[src/rtl/uwb_tx_pkg.sv]
// Shared types and defaults for the UWB serial transmitter.
// The auxiliary channel is present only when AUX_CHANNEL_EN is defined.
package uwb_tx_pkg;

    typedef enum logic [1:0] {IDLE, TX, DONE} state_t;

    localparam int DEF_DATA_W        = 128;
    localparam int DEF_SYMBOL_CYCLES = 8;
    localparam int DEF_PW_W          = 2;

    // A width code n means n+1 cycles, never longer than half a symbol.
    function automatic int clamp_width(input int code, input int sym_cycles);
        int w;
        w = code + 1;
        if (w > sym_cycles / 2)
            w = sym_cycles / 2;
        return w;
    endfunction

endpackage

[src/rtl/uwb_serial_transmitter_pulse_gen.sv]
// Symbol counter, width latch and registered PPM pulse shaping.
// AUX_CHANNEL_EN selects whether the aux bit chooses pw1 or pw2.
module uwb_pulse_gen
    import uwb_tx_pkg::*;
#(
    parameter int SYMBOL_CYCLES = DEF_SYMBOL_CYCLES,
    parameter int PW_W          = DEF_PW_W
) (
    input  logic            clk,
    input  logic            rst,
    input  logic            sym_en,
    input  logic            data_bit,
    input  logic            aux_bit,
    input  logic [PW_W-1:0] pw1_bb0,
    input  logic [PW_W-1:0] pw2_bb0,
    input  logic [PW_W-1:0] pw1_bb1,
    input  logic [PW_W-1:0] pw2_bb1,
    output logic            pulse,
    output logic            symbol_end
);

    localparam int CW   = $clog2(SYMBOL_CYCLES);
    localparam int CW1  = CW + 1;
    localparam int HALF = SYMBOL_CYCLES / 2;

    logic            active;
    logic [CW-1:0]   cnt;
    logic [CW-1:0]   cnt_nxt;
    logic [CW-1:0]   width_q;
    logic [CW-1:0]   width_new;
    logic [CW-1:0]   width_use;
    logic [CW1-1:0]  start;
    logic [PW_W-1:0] code;
    logic            pulse_nxt;

`ifndef AUX_CHANNEL_EN
    logic unused_aux;
    assign unused_aux = ^{aux_bit, pw2_bb0, pw2_bb1};
`endif

    assign symbol_end = active && (cnt == CW'(SYMBOL_CYCLES - 1));

    // Values for the next cycle; inputs describe that cycle's bit pair.
    always_comb begin
`ifdef AUX_CHANNEL_EN
        unique case ({data_bit, aux_bit})
            2'b00:   code = pw1_bb0;
            2'b01:   code = pw2_bb0;
            2'b10:   code = pw1_bb1;
            default: code = pw2_bb1;
        endcase
`else
        code = data_bit ? pw1_bb1 : pw1_bb0;
`endif
        cnt_nxt   = (active && !symbol_end) ? cnt + 1'b1 : '0;
        width_new = CW'(clamp_width(int'(code), SYMBOL_CYCLES));
        width_use = (cnt_nxt == '0) ? width_new : width_q;
        start     = data_bit ? CW1'(HALF) : '0;
        pulse_nxt = sym_en
                 && ({1'b0, cnt_nxt} >= start)
                 && ({1'b0, cnt_nxt} < start + {1'b0, width_use});
    end

    // Advance the counter, latch width at symbol start, register the pulse.
    always_ff @(posedge clk or posedge rst) begin
        if (rst) begin
            active  <= 1'b0;
            cnt     <= '0;
            width_q <= '0;
            pulse   <= 1'b0;
        end else begin
            active <= sym_en;
            cnt    <= sym_en ? cnt_nxt : '0;
            if (sym_en && cnt_nxt == '0)
                width_q <= width_new;
            pulse <= pulse_nxt;
        end
    end

endmodule

[src/rtl/uwb_serial_transmitter.sv]
// Frame FSM and MSB-first shift registers feeding the PPM pulse generator.
// Define AUX_CHANNEL_EN to capture sk and use it for width selection.
module uwb_serial_transmitter
    import uwb_tx_pkg::*;
#(
    parameter int DATA_W        = DEF_DATA_W,
    parameter int SYMBOL_CYCLES = DEF_SYMBOL_CYCLES,
    parameter int PW_W          = DEF_PW_W
) (
    input  logic              clk,
    input  logic              rst,
    input  logic              send,
    input  logic [DATA_W-1:0] content,
    input  logic [DATA_W-1:0] sk,
    input  logic [PW_W-1:0]   pw1_bb0,
    input  logic [PW_W-1:0]   pw2_bb0,
    input  logic [PW_W-1:0]   pw1_bb1,
    input  logic [PW_W-1:0]   pw2_bb1,
    output logic              uwb_out,
    output logic              busy,
    output logic              done
);

    localparam int BW = $clog2(DATA_W);

    state_t            state;
    logic [DATA_W-1:0] data_sr;
    logic [BW-1:0]     bit_cnt;
    logic              symbol_end;
    logic              last_bit;
    logic              tx_nxt;
    logic              bit_nxt;
    logic              aux_nxt;

`ifdef AUX_CHANNEL_EN
    logic [DATA_W-1:0] aux_sr;
`else
    logic unused_sk;
    assign unused_sk = ^sk;
`endif

    assign last_bit = (bit_cnt == BW'(DATA_W - 1));

    // Look one cycle ahead so the pulse register lines up with the symbol.
    always_comb begin
        tx_nxt  = 1'b0;
        bit_nxt = data_sr[DATA_W-1];
        aux_nxt = 1'b0;
`ifdef AUX_CHANNEL_EN
        aux_nxt = aux_sr[DATA_W-1];
`endif
        unique case (state)
            IDLE: begin
                tx_nxt  = send;
                bit_nxt = content[DATA_W-1];
`ifdef AUX_CHANNEL_EN
                aux_nxt = sk[DATA_W-1];
`endif
            end
            TX: begin
                tx_nxt = !(symbol_end && last_bit);
                if (symbol_end) begin
                    bit_nxt = data_sr[DATA_W-2];
`ifdef AUX_CHANNEL_EN
                    aux_nxt = aux_sr[DATA_W-2];
`endif
                end
            end
            default: ;
        endcase
    end

    // Frame sequencing, capture and shifting with registered busy/done.
    always_ff @(posedge clk or posedge rst) begin
        if (rst) begin
            state   <= IDLE;
            data_sr <= '0;
`ifdef AUX_CHANNEL_EN
            aux_sr  <= '0;
`endif
            bit_cnt <= '0;
            busy    <= 1'b0;
            done    <= 1'b0;
        end else begin
            unique case (state)
                IDLE: begin
                    done <= 1'b0;
                    if (send) begin
                        data_sr <= content;
`ifdef AUX_CHANNEL_EN
                        aux_sr  <= sk;
`endif
                        bit_cnt <= '0;
                        busy    <= 1'b1;
                        state   <= TX;
                    end
                end
                TX: begin
                    if (symbol_end) begin
                        data_sr <= {data_sr[DATA_W-2:0], 1'b0};
`ifdef AUX_CHANNEL_EN
                        aux_sr  <= {aux_sr[DATA_W-2:0], 1'b0};
`endif
                        bit_cnt <= bit_cnt + 1'b1;
                        if (last_bit) begin
                            busy  <= 1'b0;
                            done  <= 1'b1;
                            state <= DONE;
                        end
                    end
                end
                default: begin
                    done  <= 1'b0;
                    state <= IDLE;
                end
            endcase
        end
    end

    uwb_pulse_gen #(
        .SYMBOL_CYCLES(SYMBOL_CYCLES),
        .PW_W         (PW_W)
    ) u_pulse (
        .clk       (clk),
        .rst       (rst),
        .sym_en    (tx_nxt),
        .data_bit  (bit_nxt),
        .aux_bit   (aux_nxt),
        .pw1_bb0   (pw1_bb0),
        .pw2_bb0   (pw2_bb0),
        .pw1_bb1   (pw1_bb1),
        .pw2_bb1   (pw2_bb1),
        .pulse     (uwb_out),
        .symbol_end(symbol_end)
    );

endmodule

[config.mk]
export PLATFORM = sky130hd
export DESIGN_NAME = uwb_serial_transmitter
export DESIGN_NICKNAME = d
export VERILOG_FILES = /design/src/rtl/uwb_tx_pkg.sv /design/src/rtl/uwb_serial_transmitter_pulse_gen.sv /design/src/rtl/uwb_serial_transmitter.sv
export SDC_FILE = /design/constraint.sdc
export NUM_CORES = 1
export LEC_CHECK = 0
export CAP_MARGIN = 40
export CORE_ASPECT_RATIO = 0.9
export CORE_MARGIN = 5
export CORE_UTILIZATION = 44
export CTS_CLUSTER_DIAMETER = 150
export CTS_CLUSTER_SIZE = 40
export DETAILED_ROUTE_END_ITERATION = 16
export HOLD_SLACK_MARGIN = 0.08
export PLACE_DENSITY = 0.81
export SYNTH_ARGS = -nofsm -noshare
export SYNTH_HDL_FRONTEND = slang
export SYNTH_SLANG_ARGS = --single-unit
[constraint.sdc]
create_clock -name clk -period 7 [get_ports clk]
set_input_delay 1.4 -clock clk [delete_from_list [all_inputs] [get_ports clk]]
set_output_delay 1.4 -clock clk [all_outputs]
set_load 0.02 [all_outputs]
==> results of run 1 <==
[sequential cells by signal, summed over array words and instances, names as in the netlist]
signal and count:
u_pulse.pulse 1, u_pulse.width_q 3, data_sr 128, state 2, u_pulse.cnt 3, busy 1
bit_cnt 7, done 1, u_pulse.active 1
[report_power, final]
group / internal, W / total, W / leakage (nW) / switching (W)
logic: 0.000459 / 0.000966 / 2.05 / 0.000507
registers: 0.00123 / 0.00143 / 1.55 / 0.000206
clock network: 0.000522 / 0.000857 / 0.270 / 0.000336
[cells by family (layout without fill, tap and decap cells)]
family,after synthesis,after routing,synth area share [%]
simple gates,425,425,24.5
compound gates,151,151,14.4
flops,147,147,54.2
buf+inv,66,182,4.13
fa+ha+maj,7,7,1.29
mux,7,7,1.11
xor+xnor,3,3,0.387
[through the flow]
stage / total power (W) / hold slack (ps) / util [%] / std cells / area (sq um)
after CTS: 0.00329 / 506 / 57.9 / 1124 / 8840
after detailed placement: 0.00242 / 491 / 54.2 / 1093 / 8280
after global routing: 0.00352 / 527 / 57.9 / 1124 / 8840
after floorplan: 0.00214 / 457 / - / 806 / 6790
after global placement: 0.00235 / 481 / 53.9 / 1091 / 8230
final: 0.00326 / 500 / 57.9 / 1124 / 8840
[final cells by class]
type                            count  share of cell area (%)
Multi-Input combinational cell    593                    32.2
Clock buffer                       22                    5.47
Clock inverter                      9                   0.905
Tap cell                          202                    2.86
Timing Repair Buffer              144                    16.6
Inverter                            7                   0.354
Sequential cell                   147                    41.6
[cell usage in the layout (no fill, tap or decap), types with 3 or more instances in the layout]
master / n
inv_1: 6
and3_1: 3
nor3_1: 4
nor2_1: 137
mux2_2: 4
clkdlybuf4s50_1: 137
nand3_1: 4
clkinv_2: 4
clkbuf_16: 17
dfrtp_1: 147
nand2b_1: 3
xor2_1: 3
a31oi_1: 127
mux2i_1: 3
ha_1: 7
clkinvlp_4: 4
and2_1: 3
clkbuf_8: 4
buf_4: 4
o21ai_0: 6
nand2_1: 261
[synth_stat cells (4+ instances only)]
cell type    n  area share [%]
dfrtp_1    147              54
nor3_1       4            0.30
a31oi_1    127              12
mux2_2       4            0.66
nor2_1     137             7.6
nand2_1    261              14
inv_1        7            0.39
buf_1        7            0.39
o21ai_0      6            0.44
ha_1         7             1.3
nand3_1      4            0.30
clkbuf_1    26             1.4
nand2b_1     4            0.37
buf_2       26             1.9
[final timing paths]
check	start	endpoint	cells after the start
worst max register to register	u_pulse.cnt[0]$_DFF_PP0_	u_pulse.pulse$_DFF_PP0_	14
worst max-delay path	content[127]	u_pulse.pulse$_DFF_PP0_	13
min in group asynchronous	rst	data_sr[21]$_DFFE_PP0P_	2
max in group asynchronous	rst	data_sr[62]$_DFFE_PP0P_	3
worst min-delay path	done$_DFFE_PP0P_	done$_DFFE_PP0P_	1
worst min register to register	done$_DFFE_PP0P_	done$_DFFE_PP0P_	1
[routing by layer]
metal	vias to the layer above	track usage, %
met5	-	0
met4	2	5.98
met3	22	5.71
met2	145	26.4
met1	2714	23.2
li1	2913	-
==> results.txt, run 1 <==
Crit path largest cell delay: 500 ps
Crit Path Class: in2reg
largest delay contributor family on the critical path: compound AO/OA/AOI/OAI gates
vias per cell: 5.16
Arr. time, crit path: 4620 ps
register area: 3680 sq um
Clock transition at path regs: 60 ps
# diodes: 0
cell mode on critical path: ha_1
global-route wire length before repair: 25,600 um
status: finished clean
hold_buf cts: 0
Most used DFF post-synth: dfrtp_1
DR iter-0 viols: 295
largest fanout on the critical path: 3
Port Buffers: 137
WP buf/inv: 2
CP Cell Sequence: clkdlybuf4s50_1 > nor2b_1 > a41oi_1 > o21ai_0 > mux2_2 > ha_1 > mux2_2 > ha_1 > inv_1 > ha_1 > o211a_1 > a221o_1 > a211oi_2
GPL Wtd Cong: 0.781
area delta synth->final: 30.4%
Critical Path RT: 7310 ps
row count: 43
Via Count: 5,796
number of fill cells in the layout: 1,371
Power Dens Cells: 368 nW/um^2
Final Hold Fails: 0
CTS Buffer Depth: 2
clk_lat worst skew: 410 ps
Min Clock Period, post-route: 4310 ps
Routed wire per std cell: 13.5 um
met3 routed WL: 949 um
die area: 18,000 sq um
nets@finish: 1,184
Yosys reg bits: 147
R2R Setup Slk: 3240 ps
met2 routed WL: 6940 um
Top Layer Used: met5
Num Clock Sinks: 147
core area: 15,300 sq um
Clock Tree Root: clkbuf_16
CP max stage cell: clkdlybuf4s50_1
DRT Wirelength: 15,200 um
Slew @ Worst Pin: 861 ps
footprint of the multi-input gates: 2850 sq um
Final Cycle Share: 61.6%
IR drop worst, VDD: 0.179 mV
total CTS buffers: 17
Initial Util: 44.4%
gr ovfl total: 0
Final Slew Violations: 0
synthesized area per cell: 8.42 sq um
Setup Buffers After CTS: 0
Ports: 270
sequential fraction of the synthesis area: 54.2%
vias in the first global route: 5,477
Max-cap violations: 0
Setup violations, final: 0
First-pass DRT Iterations: 5
Synth cell types: 37
RSZ-0062 raised after global routing: false
Critical Path Start Type: input pin
Die Y: 128 um
CTS tree: built
Max Freq: 232 MHz
M1 wire length: 6960 um
fin worst setup slack: 2690 ps
Post-Syn Instances: 806
Hold WC Path Type: reg2reg
drc violations: 0
Detail Route Antenna Nets: 0
share of layout cells above drive strength 1: 5.53%
depth of the CTS H-tree: 4
Resize count post-CTS: 0
pin count of the biggest net entering global routing: 190
initial antenna violation count: 1
Worst setup EP type: flop
post-place setup slack: 2280 ps
Clock Skew: 4.71 ps
DIE WIDTH: 141 um
number of flops mapped to enable cells by yosys: 0
Slew headroom: 42.5%
Ys Warns: 0
Setup TNS: 0 ps
Post-Synthesis Net Count: 1,080
DP HPWL: 9960 um
GRT Util Overall: 17.3%
Synth async-reset ratio: 100%
Post-Syn Area: 6790 sq um
leakage: 3.87 nW
Power figures use the tool's default switching activity.
==> run 2, diff against run 1 <==
- CORE_UTILIZATION: 44 -> 40
- PLACE_DENSITY: 0.81 -> 0.78
- clock period: 7 -> 3.84 ns (I/O delays scaled with it)
==> run 2 against run 1 <==
Setup slack got worse by 2400 ps. Final cell count rose by 1.5%. Clock power rose by 97%. Sequential power rose by 83%. Total power rose by 87%. Cell area rose by 1.1%.
==> results.txt, run 2 (same netlist as run 1, synthesis figures left out) <==
hold_buf cts: 0
depth of the CTS H-tree: 4
reg2reg end: u_pulse.pulse$_DFF_PP0_
area delta synth->final: 31.8%
Critical Path RT: 4160 ps
Resize count post-CTS: 0
Arr. time, crit path: 3870 ps
Tot Pwr: 0.00611 W
Clock Skew: 8.92 ps
vias in the first global route: 5,405
First-pass DRT Iterations: 5
Max Freq: 282 MHz
share of layout cells above drive strength 1: 6.45%
Via Count: 5,753
Setup Buffers After CTS: 0
Power Dens Cells: 683 nW/um^2
Num Clock Sinks: 147
Crit Path Class: reg2reg
reg2reg path depth: 14
Crit path largest cell delay: 410 ps
fin util: 53.3%
most common cell after layout, fill and taps aside: nand2_1
leakage: 3.91 nW
largest fanout on the critical path: 7
R2R Setup Slk: 290 ps
Setup violations, final: 0
cell depth of the worst hold path: 2
DP HPWL: 10,200 um
total CTS buffers: 17
Hold WC Path Type: reg2reg
Ports: 270
DR iter-0 viols: 348
vias per cell: 5.04
Max-cap violations: 0
Clock transition at path regs: 60 ps
Min Clock Period, post-route: 3550 ps
WHS Endpoint: bit_cnt[1]$_DFFE_PP0P_
Largest regs: data_sr: 128 flops, bit_cnt: 7 flops
fin worst setup slack: 289 ps
Worst setup EP type: flop
row count: 45
Final Cycle Share: 92.5%
Detail Route Antenna Nets: 0
clk_lat worst skew: 410 ps
CTS tree: built
Slew headroom: 52.7%
RSZ-0062 raised after global routing: false
global-route wire length before repair: 26,200 um
status: finished clean
pin count of the biggest net entering global routing: 102
largest delay contributor family on the critical path: adder cells
reg2reg start: u_pulse.cnt[0]$_DFF_PP0_
# diodes: 0
CP max stage cell: dfrtp_1
Initial Util: 40.4%
Final Hold Fails: 0
initial antenna violation count: 0
Clock Tree Root: clkbuf_16
Critical Path Start Type: flop
DIE WIDTH: 147 um
Port Buffers: 137
cell mode on critical path: ha_1
nets@finish: 1,191
Die Y: 134 um
GRT Util Overall: 16.0%
DRT Wirelength: 15,400 um
Final Slew Violations: 0
Slew @ Worst Pin: 709 ps
register with the most flip-flops: data_sr
drc violations: 0
gr ovfl total: 0
number of fill cells in the layout: 1,540
most frequent cells in the layout: nand2_1, dfrtp_1, nor2_1, clkdlybuf4s50_1, a31oi_1
hold_sp: bit_cnt[1]$_DFFE_PP0P_
core area: 16,800 sq um
Routed wire per std cell: 13.5 um
IR drop worst, VDD: 0.295 mV
max reg flops: 128
WP buf/inv: 1
GPL Wtd Cong: 0.802
die area: 19,700 sq um
CTS Buffer Depth: 2
post-place setup slack: -160 ps
CP Cell Sequence: ha_1 > ha_1 > a21boi_2 > o21ai_0 > o21ai_0 > mux2_2 > ha_1 > mux2_2 > ha_1 > inv_1 > ha_1 > o211a_1 > a221o_1 > a211oi_2
==> run 2: cell types whose count changed in the layout (fill, tap and decap cells not counted), sizes merged <==
cell      change
bufinv        +2
buf           +7
clkinvlp      +1
clkinv        +1
clkbuf        -3
==> run 2: area by class of cell <==
class / count / area [sq um] / area share (%)
Clock buffer: 19 / 443 / 4.95
Tap cell: 211 / 264 / 2.95
Clock inverter: 13 / 158 / 1.76
Inverter: 7 / 30.0 / 0.336
Timing Repair Buffer: 151 / 1510 / 16.9
Multi-Input combinational cell: 593 / 2850 / 31.9
Sequential cell: 147 / 3680 / 41.1
==> run 2: how the worst max path moves through the flow <==
stage | from | end | cells after the start
finish | u_pulse.cnt[0]$_DFF_PP0_ | u_pulse.pulse$_DFF_PP0_ | 14
global route | u_pulse.cnt[0]$_DFF_PP0_ | u_pulse.pulse$_DFF_PP0_ | 13
CTS | u_pulse.cnt[0]$_DFF_PP0_ | u_pulse.pulse$_DFF_PP0_ | 14
detailed placement | content[127] | u_pulse.pulse$_DFF_PP0_ | 13
global placement | content[127] | u_pulse.pulse$_DFF_PP0_ | 13
floorplan | u_pulse.cnt[0]$_DFF_PP0_ | u_pulse.pulse$_DFF_PP0_ | 14
==> run 2: routing by layer <==
metal	GRT usage (%)	vias up	wire length, um
li1	-	2919	-
met1	22.4	2694	7380
met2	24.2	127	6960
met3	4.76	13	866
met4	4.87	0	215
met5	0	-	0
==> run 2: tightest hold or removal path, delay by kind of cell (launching register included) <==
kind	cells	cell delay, ps
AND/OR/NAND/NOR	2	110
flip-flops	1	360
==> run 2: power breakdown <==
| group | switching [W] | internal (W) | leakage [nW] | total [W] |
|---|---|---|---|---|
| combinational | 0.000928 | 0.000878 | 2.08 | 0.00181 |
| sequential | 0.000367 | 0.00224 | 1.55 | 0.00261 |
| clock | 0.000656 | 0.00104 | 0.285 | 0.00169 |
==> run 2: through the flow <==
step	hold slack [ps]	cell area, sq um	std cells	setup TNS [ps]
finish	497	8940	1141	0
global route	514	8940	1141	0
floorplan	457	6790	806	0
detailed placement	485	8340	1109	-160
CTS	499	8940	1141	0
global placement	476	8340	1109	-148
